[src/rtl/risc_v_core_pkg.sv]
// Shared front-end types: 16-bit instruction parcels and the RVC length rule.
package risc_v_core_pkg;

    localparam int PARCEL_W = 16;

    typedef logic [PARCEL_W-1:0] parcel_t;

    // All-zero parcels are decoded as 32-bit so that they reach decode as illegal.
    function automatic logic is_rvc(parcel_t p);
        return (p[1:0] != 2'b11) && (p != '0);
    endfunction

endpackage

[src/rtl/fetch_parcel_fifo.sv]
// Circular 16-bit parcel buffer: PUSH_N-wide push from a start offset, pop of 1 or 2, flush.
// Latency: pushed parcels are visible at head the next cycle; no internal backpressure.
module fetch_parcel_fifo
    import risc_v_core_pkg::*;
#(
    parameter int DEPTH  = 6,
    parameter int PUSH_N = 2,
    localparam int CW    = $clog2(DEPTH + 1),
    localparam int SW    = (PUSH_N > 1) ? $clog2(PUSH_N) : 1
) (
    input  logic                         clk,
    input  logic                         reset,
    input  logic                         flush,
    input  logic                         push,
    input  logic [SW-1:0]                push_start,
    input  logic [PUSH_N*PARCEL_W-1:0]   push_data,
    input  logic                         pop,
    input  logic                         pop_two,
    output logic [CW-1:0]                count,
    output parcel_t                      head0,
    output parcel_t                      head1
);

    localparam int PW = (DEPTH > 1) ? $clog2(DEPTH) : 1;
    localparam logic [CW:0] DEPTH_S = (CW + 1)'(DEPTH);

    parcel_t        mem [DEPTH];
    logic [PW-1:0]  rd_ptr;
    logic [PW-1:0]  wr_ptr;
    logic [CW-1:0]  cnt;
    logic [CW-1:0]  push_cnt;
    logic [CW-1:0]  pop_cnt;

    // Modulo-DEPTH add; off never exceeds DEPTH so one conditional subtract suffices.
    function automatic logic [PW-1:0] wrap_add(logic [PW-1:0] base, logic [CW-1:0] off);
        logic [CW:0] s;
        s = {{(CW + 1 - PW){1'b0}}, base} + {1'b0, off};
        if (s >= DEPTH_S) begin
            s = s - DEPTH_S;
        end
        return s[PW-1:0];
    endfunction

    always_comb begin
        push_cnt = '0;
        pop_cnt  = '0;
        if (push) begin
            push_cnt = CW'(PUSH_N) - CW'(push_start);
        end
        if (pop) begin
            pop_cnt = pop_two ? CW'(2) : CW'(1);
        end
    end

    always_ff @(posedge clk or negedge reset) begin
        if (!reset) begin
            rd_ptr <= '0;
            wr_ptr <= '0;
            cnt    <= '0;
        end else if (flush) begin
            rd_ptr <= '0;
            wr_ptr <= '0;
            cnt    <= '0;
        end else begin
            rd_ptr <= wrap_add(rd_ptr, pop_cnt);
            wr_ptr <= wrap_add(wr_ptr, push_cnt);
            cnt    <= cnt + push_cnt - pop_cnt;
        end
    end

    // Parcels below push_start are skipped; the rest pack contiguously from wr_ptr.
    always_ff @(posedge clk) begin
        if (push && !flush) begin
            for (int i = 0; i < PUSH_N; i++) begin
                if (i >= int'(push_start)) begin
                    mem[wrap_add(wr_ptr, CW'(i) - CW'(push_start))] <= push_data[i*PARCEL_W +: PARCEL_W];
                end
            end
        end
    end

    assign count = cnt;
    assign head0 = mem[rd_ptr];
    assign head1 = mem[wrap_add(rd_ptr, CW'(1))];

endmodule

[src/rtl/fetch_align_pc.sv]
// Fetch alignment and PC tracking: splits fetch words into parcels, emits aligned RVC/32-bit instrs.
// Latency: word pushed in cycle N yields its first instruction in N+1; fetch_ready drops when a full word no longer fits.
module fetch_align_pc
    import risc_v_core_pkg::*;
#(
    parameter int              XLEN        = 32,
    parameter int              FETCH_W     = 32,
    parameter int              BUF_PARCELS = 6,
    parameter logic [XLEN-1:0] RESET_PC    = 32'h8000_0000
) (
    input  logic               clk,
    input  logic               reset,
    input  logic               enable,
    output logic [XLEN-1:0]    fetch_addr,
    input  logic               fetch_valid,
    output logic               fetch_ready,
    input  logic [FETCH_W-1:0] fetch_data,
    input  logic               redirect,
    input  logic [XLEN-1:0]    redirect_pc,
    output logic               instr_valid,
    input  logic               instr_ready,
    output logic [31:0]        instr,
    output logic [XLEN-1:0]    instr_pc,
    output logic               instr_is_rvc
);

    localparam int PUSH_N = FETCH_W / PARCEL_W;
    localparam int BYTES  = FETCH_W / 8;
    localparam int OFF_W  = $clog2(BYTES);
    localparam int DROP_W = OFF_W - 1;
    localparam int CW     = $clog2(BUF_PARCELS + 1);

    localparam logic [XLEN-1:0] HALF_MASK  = {{(XLEN - 1){1'b1}}, 1'b0};
    localparam logic [XLEN-1:0] ALIGN_MASK = {{(XLEN - OFF_W){1'b1}}, {OFF_W{1'b0}}};

    logic [CW-1:0]     count;
    parcel_t           head0;
    parcel_t           head1;
    logic              need_two;
    logic              do_push;
    logic              do_pop;
    logic              do_flush;
    logic [DROP_W-1:0] drop_cnt;

    fetch_parcel_fifo #(
        .DEPTH  (BUF_PARCELS),
        .PUSH_N (PUSH_N)
    ) u_fifo (
        .clk        (clk),
        .reset      (reset),
        .flush      (do_flush),
        .push       (do_push),
        .push_start (drop_cnt),
        .push_data  (fetch_data),
        .pop        (do_pop),
        .pop_two    (need_two),
        .count      (count),
        .head0      (head0),
        .head1      (head1)
    );

    // Handshakes look only at registered occupancy, never at same-cycle pops.
    always_comb begin
        need_two     = !is_rvc(head0);
        instr_valid  = need_two ? (count >= CW'(2)) : (count != '0);
        fetch_ready  = (CW'(BUF_PARCELS) - count) >= CW'(PUSH_N);
        instr_is_rvc = instr_valid && !need_two;
        instr        = '0;
        if (instr_valid) begin
            instr = need_two ? {head1, head0} : {16'h0000, head0};
        end
        do_flush = enable && redirect;
        do_push  = fetch_valid && fetch_ready && enable && !redirect;
        do_pop   = instr_valid && instr_ready && enable && !redirect;
    end

    always_ff @(posedge clk or negedge reset) begin
        if (!reset) begin
            fetch_addr <= RESET_PC;
            instr_pc   <= RESET_PC;
            drop_cnt   <= '0;
        end else if (do_flush) begin
            fetch_addr <= redirect_pc & ALIGN_MASK;
            instr_pc   <= redirect_pc & HALF_MASK;
            drop_cnt   <= redirect_pc[OFF_W-1:1];
        end else begin
            if (do_push) begin
                fetch_addr <= fetch_addr + XLEN'(BYTES);
                drop_cnt   <= '0;
            end
            if (do_pop) begin
                instr_pc <= instr_pc + (need_two ? XLEN'(4) : XLEN'(2));
            end
        end
    end

endmodule

[config.mk]
export PLATFORM = sky130hd
export DESIGN_NAME = fetch_align_pc
export DESIGN_NICKNAME = d
export VERILOG_FILES = /design/src/rtl/risc_v_core_pkg.sv /design/src/rtl/fetch_parcel_fifo.sv /design/src/rtl/fetch_align_pc.sv
export SDC_FILE = /design/constraint.sdc
export NUM_CORES = 1
export LEC_CHECK = 0
export BUFFER_PORTS_ARGS = -buffer_cell sky130_fd_sc_hd__buf_2
export CORE_UTILIZATION = 50
export DETAILED_ROUTE_END_ITERATION = 8
export HOLD_SLACK_MARGIN = 0.1
export PLACE_DENSITY_LB_ADDON = 0.25
export SKIP_CTS_REPAIR_TIMING = 1
export SLEW_MARGIN = 20
export SYNTH_ARGS = -nofsm -noshare
export SYNTH_HDL_FRONTEND = slang
export SYNTH_SLANG_ARGS = --single-unit
[constraint.sdc]
create_clock -name clk -period 8 [get_ports clk]
set_clock_uncertainty 0.05 [all_clocks]
set_input_delay 0.8 -clock clk [delete_from_list [all_inputs] [get_ports clk]]
set_output_delay 0.8 -clock clk [all_outputs]
set_load 0.05 [all_outputs]
==> reports/qor.txt, run 1 <==
=====================================================================================
Post-route standard cell area excluding fillers ........................    12300 um2
Proportion of layout cells with a drive suffix above 1 .................        0.324
Num rows ...............................................................           52
Register clock-pin slew on the reported worst setup and hold paths .....      0.07 ns
Kind of start point of the critical path ...............................    flip-flop
Flop and latch count out of synthesis ..................................          167
Avg Synthesized Cell Area ..............................................     11.1 um2
Maximum fanout along the worst path ....................................           51
Data required, critical path ...........................................      7.15 ns
Top-area cell type share of the netlist area ...........................        0.271
Setup-failing EPs final ................................................            0
Async S/R FF share, synth ..............................................        0.425
Register-to-register path setup slack ..................................      2.75 ns
Sequential share of power ..............................................        0.300
GRT Resource Usage Total ...............................................        0.266
Ant diodes .............................................................            0
Detail-routed net length per standard cell .............................      20.5 um
Number of design rule violations left after detail routing .............            0
Type of destination of the critical path ...............................   output pin
Power dissipated by switching net loads ................................      1.75 mW
Power per cell area ....................................................   310 nW/um2
Distinct cell type count of the synthesized netlist ....................           62
Data arrival time of the critical path .................................      4.93 ns
PnR Total Power ........................................................      3.81 mW
Die width ..............................................................       148 um
HPWL after detailed placement ..........................................     19100 um
CTS tree ...............................................................         done
FF-to-FF Start ......................................................... u_fifo.rd_ptr[0]$_DFF_PN0_
Number of warnings issued by yosys .....................................            0
Largest net degree at the start of global routing ......................           98
Run status ............................................................. complete, no violations
Final clock period utilization by the worst path .......................        0.723
Summed negative setup slack over all endpoints .........................         0 ns
Clk Tree Root Cell .....................................................    clkbuf_16
Reported max-cap violation count .......................................            0
Chip Height ............................................................       148 um
Class of the most critical hold timing path ............................     in2async
H-tree depth ...........................................................            4
Logic gate share of total power ........................................        0.468
Part of the Yosys area used for sequential elements ....................        0.439
Aggregate routed wire length ...........................................     28500 um
Switching part of the total power ......................................        0.458
Worst reg2reg path endpoint ............................................ instr_pc[23]$_DFFE_PN0P_
Via count ..............................................................         8380
Area enclosed by the die boundary ......................................    21800 um2
Max_slew headroom ......................................................        0.253
Leakage power total ....................................................      4.74 nW
First-pass GRT wire length .............................................     44000 um
Top_reg_cell synth .....................................................     edfxtp_1
Via density per instance ...............................................         6.02
Dominant cell type by area after synthesis .............................     edfxtp_1
Top-level port count ...................................................          169
Pint ...................................................................      2.07 mW
GR Overflow Total ......................................................            0
Count of routing violations after the opening detailed-route iteration .          638
Setup repair after global routing missed its margin ....................           no
Area overhead of the layout relative to synthesis ......................        15.8%
Highest achievable clock rate ..........................................      173 MHz
Effective utilization at floorplan .....................................        0.517
Post-detailed-route count of antenna-violating nets ....................            0
Peak VDD IR ............................................................       326 uV
Final count of pins violating max slew .................................            0
Standard cell core area ................................................    20600 um2
CTS Buf Count ..........................................................           17
Clock tree buffer depth ................................................            2
Post-Synthesis Cell Area ...............................................    10600 um2
Clock network latency to the later pin of the worst-skew pair ..........      0.44 ns
NumNets Final ..........................................................         1203
Total clock sinks ......................................................          167
First-pass detailed-route iteration total ..............................            5
Initial antenna violation count ........................................            0
Final Wtd Congestion ...................................................        0.847
Vias in the first global route .........................................         8180
EDFF count, synth ......................................................           96
Placed instance area ...................................................    11700 um2
Worst setup path category ..............................................      reg2out
Depth of the most critical reg-to-reg path .............................           16
# port buffers .........................................................          164
Cells after synthesis ..................................................          962
Synth area leaders ..................................................... edfxtp_1, dfrtp_1, mux2_2
Part of the power in the clock network .................................        0.232
Final min period .......................................................      5.78 ns
Actual slew at the worst max-slew pin ..................................      1.12 ns
Hold Violations, Final .................................................            0
=====================================================================================
## per-stage QoR
step           hold slack (ns)  instances  utilization  worst slack, ns
6_report                 0.431       1391        0.599             2.22
5_1_grt                  0.496       1391        0.599             1.93
4_1_cts                  0.478       1391        0.598             1.97
3_5_place_dp             0.520       1359        0.568             2.44
3_3_place_gp             0.509       1359        0.568             2.46
2_1_floorplan            0.454        964            -             3.31
## worst max-delay path: stages, from the launching register on
cell and delay (ns):
dfrtp_4 0.89, mux4_1 0.74, nor3_2 0.23, o211ai_1 0.12, a2111oi_2 0.38, a32o_1 0.56, nand2_1 0.61, a211oi_1 0.57
buf_2 0.35
## metal layers
layer	track usage	vias up	share of wire
met4	0.0974	0	0.020
met1	0.331	4098	0.41
met5	0	-	0
met2	0.460	332	0.50
met3	0.0494	46	0.069
li1	-	3904	-
## sequential cells by signal (all words and copies together), names as in the netlist
name and cells:
u_fifo.count 3, instr_pc 31, u_fifo.mem 96, fetch_addr 30, u_fifo.rd_ptr 3, drop_cnt 1
u_fifo.wr_ptr 3
## placed cells by master (no fill, tap or decap), drive strengths merged, types with 4 or more instances in the layout
| master | instances |
|---|---|
| inv | 34 |
| mux2 | 115 |
| a211oi | 27 |
| dfrtp | 69 |
| a31oi | 24 |
| nor3b | 7 |
| buf | 179 |
| or3 | 11 |
| ha | 19 |
| edfxtp | 96 |
| nor3 | 21 |
| o31ai | 10 |
| nand2b | 9 |
| or4 | 11 |
| nor2 | 113 |
| mux4 | 30 |
| a21oi | 42 |
| nand3 | 33 |
| and2 | 14 |
| clkinv | 4 |
| xnor2 | 19 |
| a21o | 5 |
| fa | 6 |
| and3 | 10 |
| o21ai | 14 |
| mux2i | 49 |
| xor2 | 15 |
| clkbuf | 17 |
| nor4 | 9 |
| nand2 | 58 |
| nand4 | 12 |
## cells by family after synthesis
family / count (synthesis) / share of synthesized area
compound gates: 138 / 0.0843
xor+xnor: 34 / 0.0280
fa+ha+maj: 25 / 0.0337
buf+inv: 80 / 0.0344
flops: 167 / 0.439
mux: 194 / 0.233
other cells: 1 / 0.000353
simple gates: 323 / 0.148
## power by group through the flow
stage	combinational, mW	clock, mW	sequential (mW)
floorplan	1.23	0	1.28
global placement	1.75	0	1.15
detailed placement	1.77	0	1.16
CTS	1.78	0.890	1.14
global route	1.90	0.922	1.16
finish	1.79	0.885	1.14
## synth_stat cells, types with 6 or more instances
master / n
o31ai_1: 10
a211oi_1: 27
xor2_1: 15
clkbuf_1: 35
mux2_2: 105
and3_1: 10
buf_6: 6
nand2b_1: 9
nand3_1: 33
fa_1: 6
and2_1: 14
or3_1: 11
xnor2_1: 19
ha_1: 19
mux4_2: 29
nor2_1: 113
or4_1: 11
a31oi_1: 23
nand2_1: 58
nor3_1: 20
edfxtp_1: 96
nor3b_1: 7
nor4_1: 9
inv_1: 24
nand4_1: 12
o21ai_1: 9
dfrtp_1: 69
a21oi_1: 42
mux2i_1: 48
mux2_1: 9
## worst max-delay path by stage
stage               slack (ns)         to  depth (start not counted)                  startpoint
floorplan                 3.31  instr[27]                         13  u_fifo.rd_ptr[1]$_DFF_PN0_
global placement          2.46   instr[8]                         10  u_fifo.rd_ptr[0]$_DFF_PN0_
detailed placement        2.44  instr[11]                         10  u_fifo.rd_ptr[0]$_DFF_PN0_
CTS                       1.97  instr[11]                         10  u_fifo.rd_ptr[0]$_DFF_PN0_
global route              1.93  instr[31]                          8  u_fifo.rd_ptr[0]$_DFF_PN0_
finish                    2.22  instr[31]                          8  u_fifo.rd_ptr[0]$_DFF_PN0_
## layout make-up
| class | count | area, um2 |
|---|---|---|
| clock buffers | 17 | 425 |
| inverters | 26 | 100 |
| repair buffers | 179 | 936 |
| clock inverters | 15 | 200 |
| flip-flops and latches | 167 | 4670 |
| fillers | 1748 | 8250 |
| multi-input cells | 717 | 5640 |
| well taps | 270 | 338 |
(Power assumes the default switching activity.)
==> run 2, diff against run 1 <==
- ABC_AREA: default -> 1
- clock period: 8 -> 4.6 ns (I/O delays scaled with it)
==> reports/qor.txt, run 2 <==
=====================================================================================
Run status ............................................................. complete, no violations
Hold Violations, Final .................................................            0
GRT Resource Usage Total ...............................................        0.314
FF-to-FF Start ......................................................... u_fifo.rd_ptr[0]$_DFF_PN0_
Top-level port count ...................................................          169
Actual slew at the worst max-slew pin ..................................     0.950 ns
Register-to-register path setup slack ..................................      0.39 ns
H-tree depth ...........................................................            4
Async S/R FF share, synth ..............................................        0.425
Depth of the most critical reg-to-reg path .............................           25
Total clock sinks ......................................................          167
Largest Register .......................................................   u_fifo.mem
Most used standard cells in the synthesized netlist .................... nand2_1, o21ai_0, nor2_1, inv_1, nand3_1
Area enclosed by the die boundary ......................................    22700 um2
Final Wtd Congestion ...................................................        0.952
Largest net degree at the start of global routing ......................           85
Combined area of the multi-input logic cells ...........................     5550 um2
Data required, critical path ...........................................      4.93 ns
Class of the most critical hold timing path ............................     in2async
Delay of the slowest cell on the worst path ............................      0.44 ns
Peak VDD IR ............................................................       380 uV
CTS tree ...............................................................         done
Initial antenna violation count ........................................            4
Final min period .......................................................      4.21 ns
Highest achievable clock rate ..........................................      237 MHz
Count of routing violations after the opening detailed-route iteration .          986
Power per cell area ....................................................   659 nW/um2
FF/Latch Area ..........................................................     4660 um2
Type of destination of the critical path ...............................    flip-flop
Logic gate share of total power ........................................        0.559
Chip Height ............................................................       151 um
Max_slew headroom ......................................................        0.367
Post-Synthesis Cell Area ...............................................    11100 um2
Aggregate routed wire length ...........................................     34700 um
Kind of start point of the critical path ...............................    flip-flop
Sequential share of power ..............................................        0.266
Top flop regs .......................................................... u_fifo.mem (96), instr_pc (31), fetch_addr (30)
Cell with the most instances after synthesis ...........................      nand2_1
Worst reg2reg path endpoint ............................................ instr_pc[31]$_DFFE_PN1P_
Clock network latency to the later pin of the worst-skew pair ..........      0.44 ns
Top-area cell type share of the netlist area ...........................        0.260
Detail-routed net length per standard cell .............................      17.9 um
Number of warnings issued by yosys .....................................            0
Proportion of layout cells with a drive suffix above 1 .................        0.146
Setup repair after global routing missed its margin ....................           no
Die width ..............................................................       151 um
Slack of the critical path .............................................     0.389 ns
Setup-failing EPs final ................................................            0
Worst setup path category ..............................................      reg2reg
CTS Buf Count ..........................................................           17
Most used cell, CP .....................................................      nand2_1
HPWL after detailed placement ..........................................     23300 um
Pint ...................................................................      3.80 mW
Reported max-cap violation count .......................................            0
Switching part of the total power ......................................        0.545
Area overhead of the layout relative to synthesis ......................        14.5%
NumNets Final ..........................................................         1739
GR Overflow Total ......................................................            0
Via density per instance ...............................................         5.67
Avg Synthesized Cell Area ..............................................     7.31 um2
Via count ..............................................................        11000
Most common library cell in the layout ignoring fill and taps ..........      nand2_1
Most used cells in the layout excluding fill and tap cells ............. nand2_1, o21ai_0, buf_2
Effective utilization at floorplan .....................................        0.509
Power dissipated by switching net loads ................................      4.55 mW
Standard cell core area ................................................    21800 um2
Placement-stage worst setup slack ......................................     0.548 ns
Max FFs per register ...................................................           96
Cells after synthesis ..................................................         1514
Part of the Yosys area used for sequential elements ....................        0.421
Maximum fanout along the worst path ....................................           42
Data arrival time of the critical path .................................      4.54 ns
CP top delay family .................................................... simple AND/OR/NAND/NOR gates
Slowest-stage cell, CP .................................................      dfrtp_2
First-pass GRT wire length .............................................     54000 um
Final clock period utilization by the worst path .......................        0.916
Clock tree buffer depth ................................................            2
Filler Cell Count ......................................................         2052
Clk Tree Root Cell .....................................................    clkbuf_16
EDFF count, synth ......................................................           96
Part of the power in the clock network .................................        0.174
Leakage power total ....................................................      6.10 nW
Post-detailed-route count of antenna-violating nets ....................            0
Synth area leaders ..................................................... edfxtp_1, dfrtp_1, nand2_1
Register clock-pin slew on the reported worst setup and hold paths .....      0.08 ns
Distinct cell type count of the synthesized netlist ....................           48
First-pass detailed-route iteration total ..............................            6
Top_reg_cell synth .....................................................     edfxtp_1
WP buf/inv .............................................................            3
Final count of pins violating max slew .................................            0
Dominant cell type by area after synthesis .............................     edfxtp_1
Vias in the first global route .........................................        10300
Summed negative setup slack over all endpoints .........................         0 ns
Number of design rule violations left after detail routing .............            0
# port buffers .........................................................          164
Flop and latch count out of synthesis ..................................          167
Num rows ...............................................................           54
=====================================================================================
-- run 2: routing by layer --
metal  vias up  GRT usage  wire (um)
li1       5316          -          -
met1      5028      0.381      13400
met2       556      0.544      16900
met3        85     0.0672       3320
met4         2      0.122       1130
met5         -          0         16
-- run 2: how the worst max path moves through the flow --
stage | start | to | slack, ns | depth (start not counted)
CTS | u_fifo.rd_ptr[0]$_DFF_PN0_ | instr[22] | 0.43 | 15
floorplan | u_fifo.count[1]$_DFF_PN0_ | u_fifo.mem[2][0]$_DFFE_PP_ | 0.39 | 6
detailed placement | u_fifo.rd_ptr[0]$_DFF_PN0_ | instr_pc[31]$_DFFE_PN1P_ | 0.55 | 25
global route | u_fifo.rd_ptr[0]$_DFF_PN0_ | instr_pc[31]$_DFFE_PN1P_ | 0.04 | 25
finish | u_fifo.rd_ptr[0]$_DFF_PN0_ | instr_pc[31]$_DFFE_PN1P_ | 0.39 | 25
global placement | u_fifo.rd_ptr[0]$_DFF_PN0_ | instr_pc[31]$_DFFE_PN1P_ | 0.64 | 25
-- run 2: area by class of cell --
cell class / count / area share
multi-input combinational: 1146 / 0.438
inverter: 120 / 0.0357
tap: 280 / 0.0276
clock buffer: 17 / 0.0336
timing repair buffer: 192 / 0.0845
sequential: 167 / 0.368
clock inverter: 15 / 0.0125
antenna: 2 / 0.000395
-- run 2: per-stage QoR --
stage / power (mW) / cells / util / hold WS [ns] / instance area (um2)
after floorplan: 5.66 / 1516 / - / 0.114 / 11100
after global placement: 6.79 / 1905 / 0.555 / 0.446 / 12100
after detailed placement: 6.87 / 1905 / 0.555 / 0.459 / 12100
after CTS: 8.32 / 1937 / 0.582 / 0.144 / 12700
after global routing: 8.85 / 1938 / 0.582 / 0.178 / 12700
final: 8.35 / 1939 / 0.583 / 0.102 / 12700
-- run 2: cells by family after synthesis --
| kind of cell | count (synthesis) | synth area share |
|---|---|---|
| xor+xnor | 40 | 0.0317 |
| mux | 2 | 0.00181 |
| simple gates | 743 | 0.276 |
| fa+ha+maj | 25 | 0.0323 |
| compound gates | 333 | 0.158 |
| buf+inv | 203 | 0.0785 |
| flops | 167 | 0.421 |
| other cells | 1 | 0.000339 |
-- run 2: power groups by stage --
stage	Combinational [mW]	Clock [mW]	Sequential [mW]
after floorplan	2.87	0	2.80
after global placement	4.56	0	2.23
after detailed placement	4.63	0	2.24
after CTS	4.65	1.46	2.21
after global routing	5.06	1.52	2.26
final	4.67	1.46	2.22
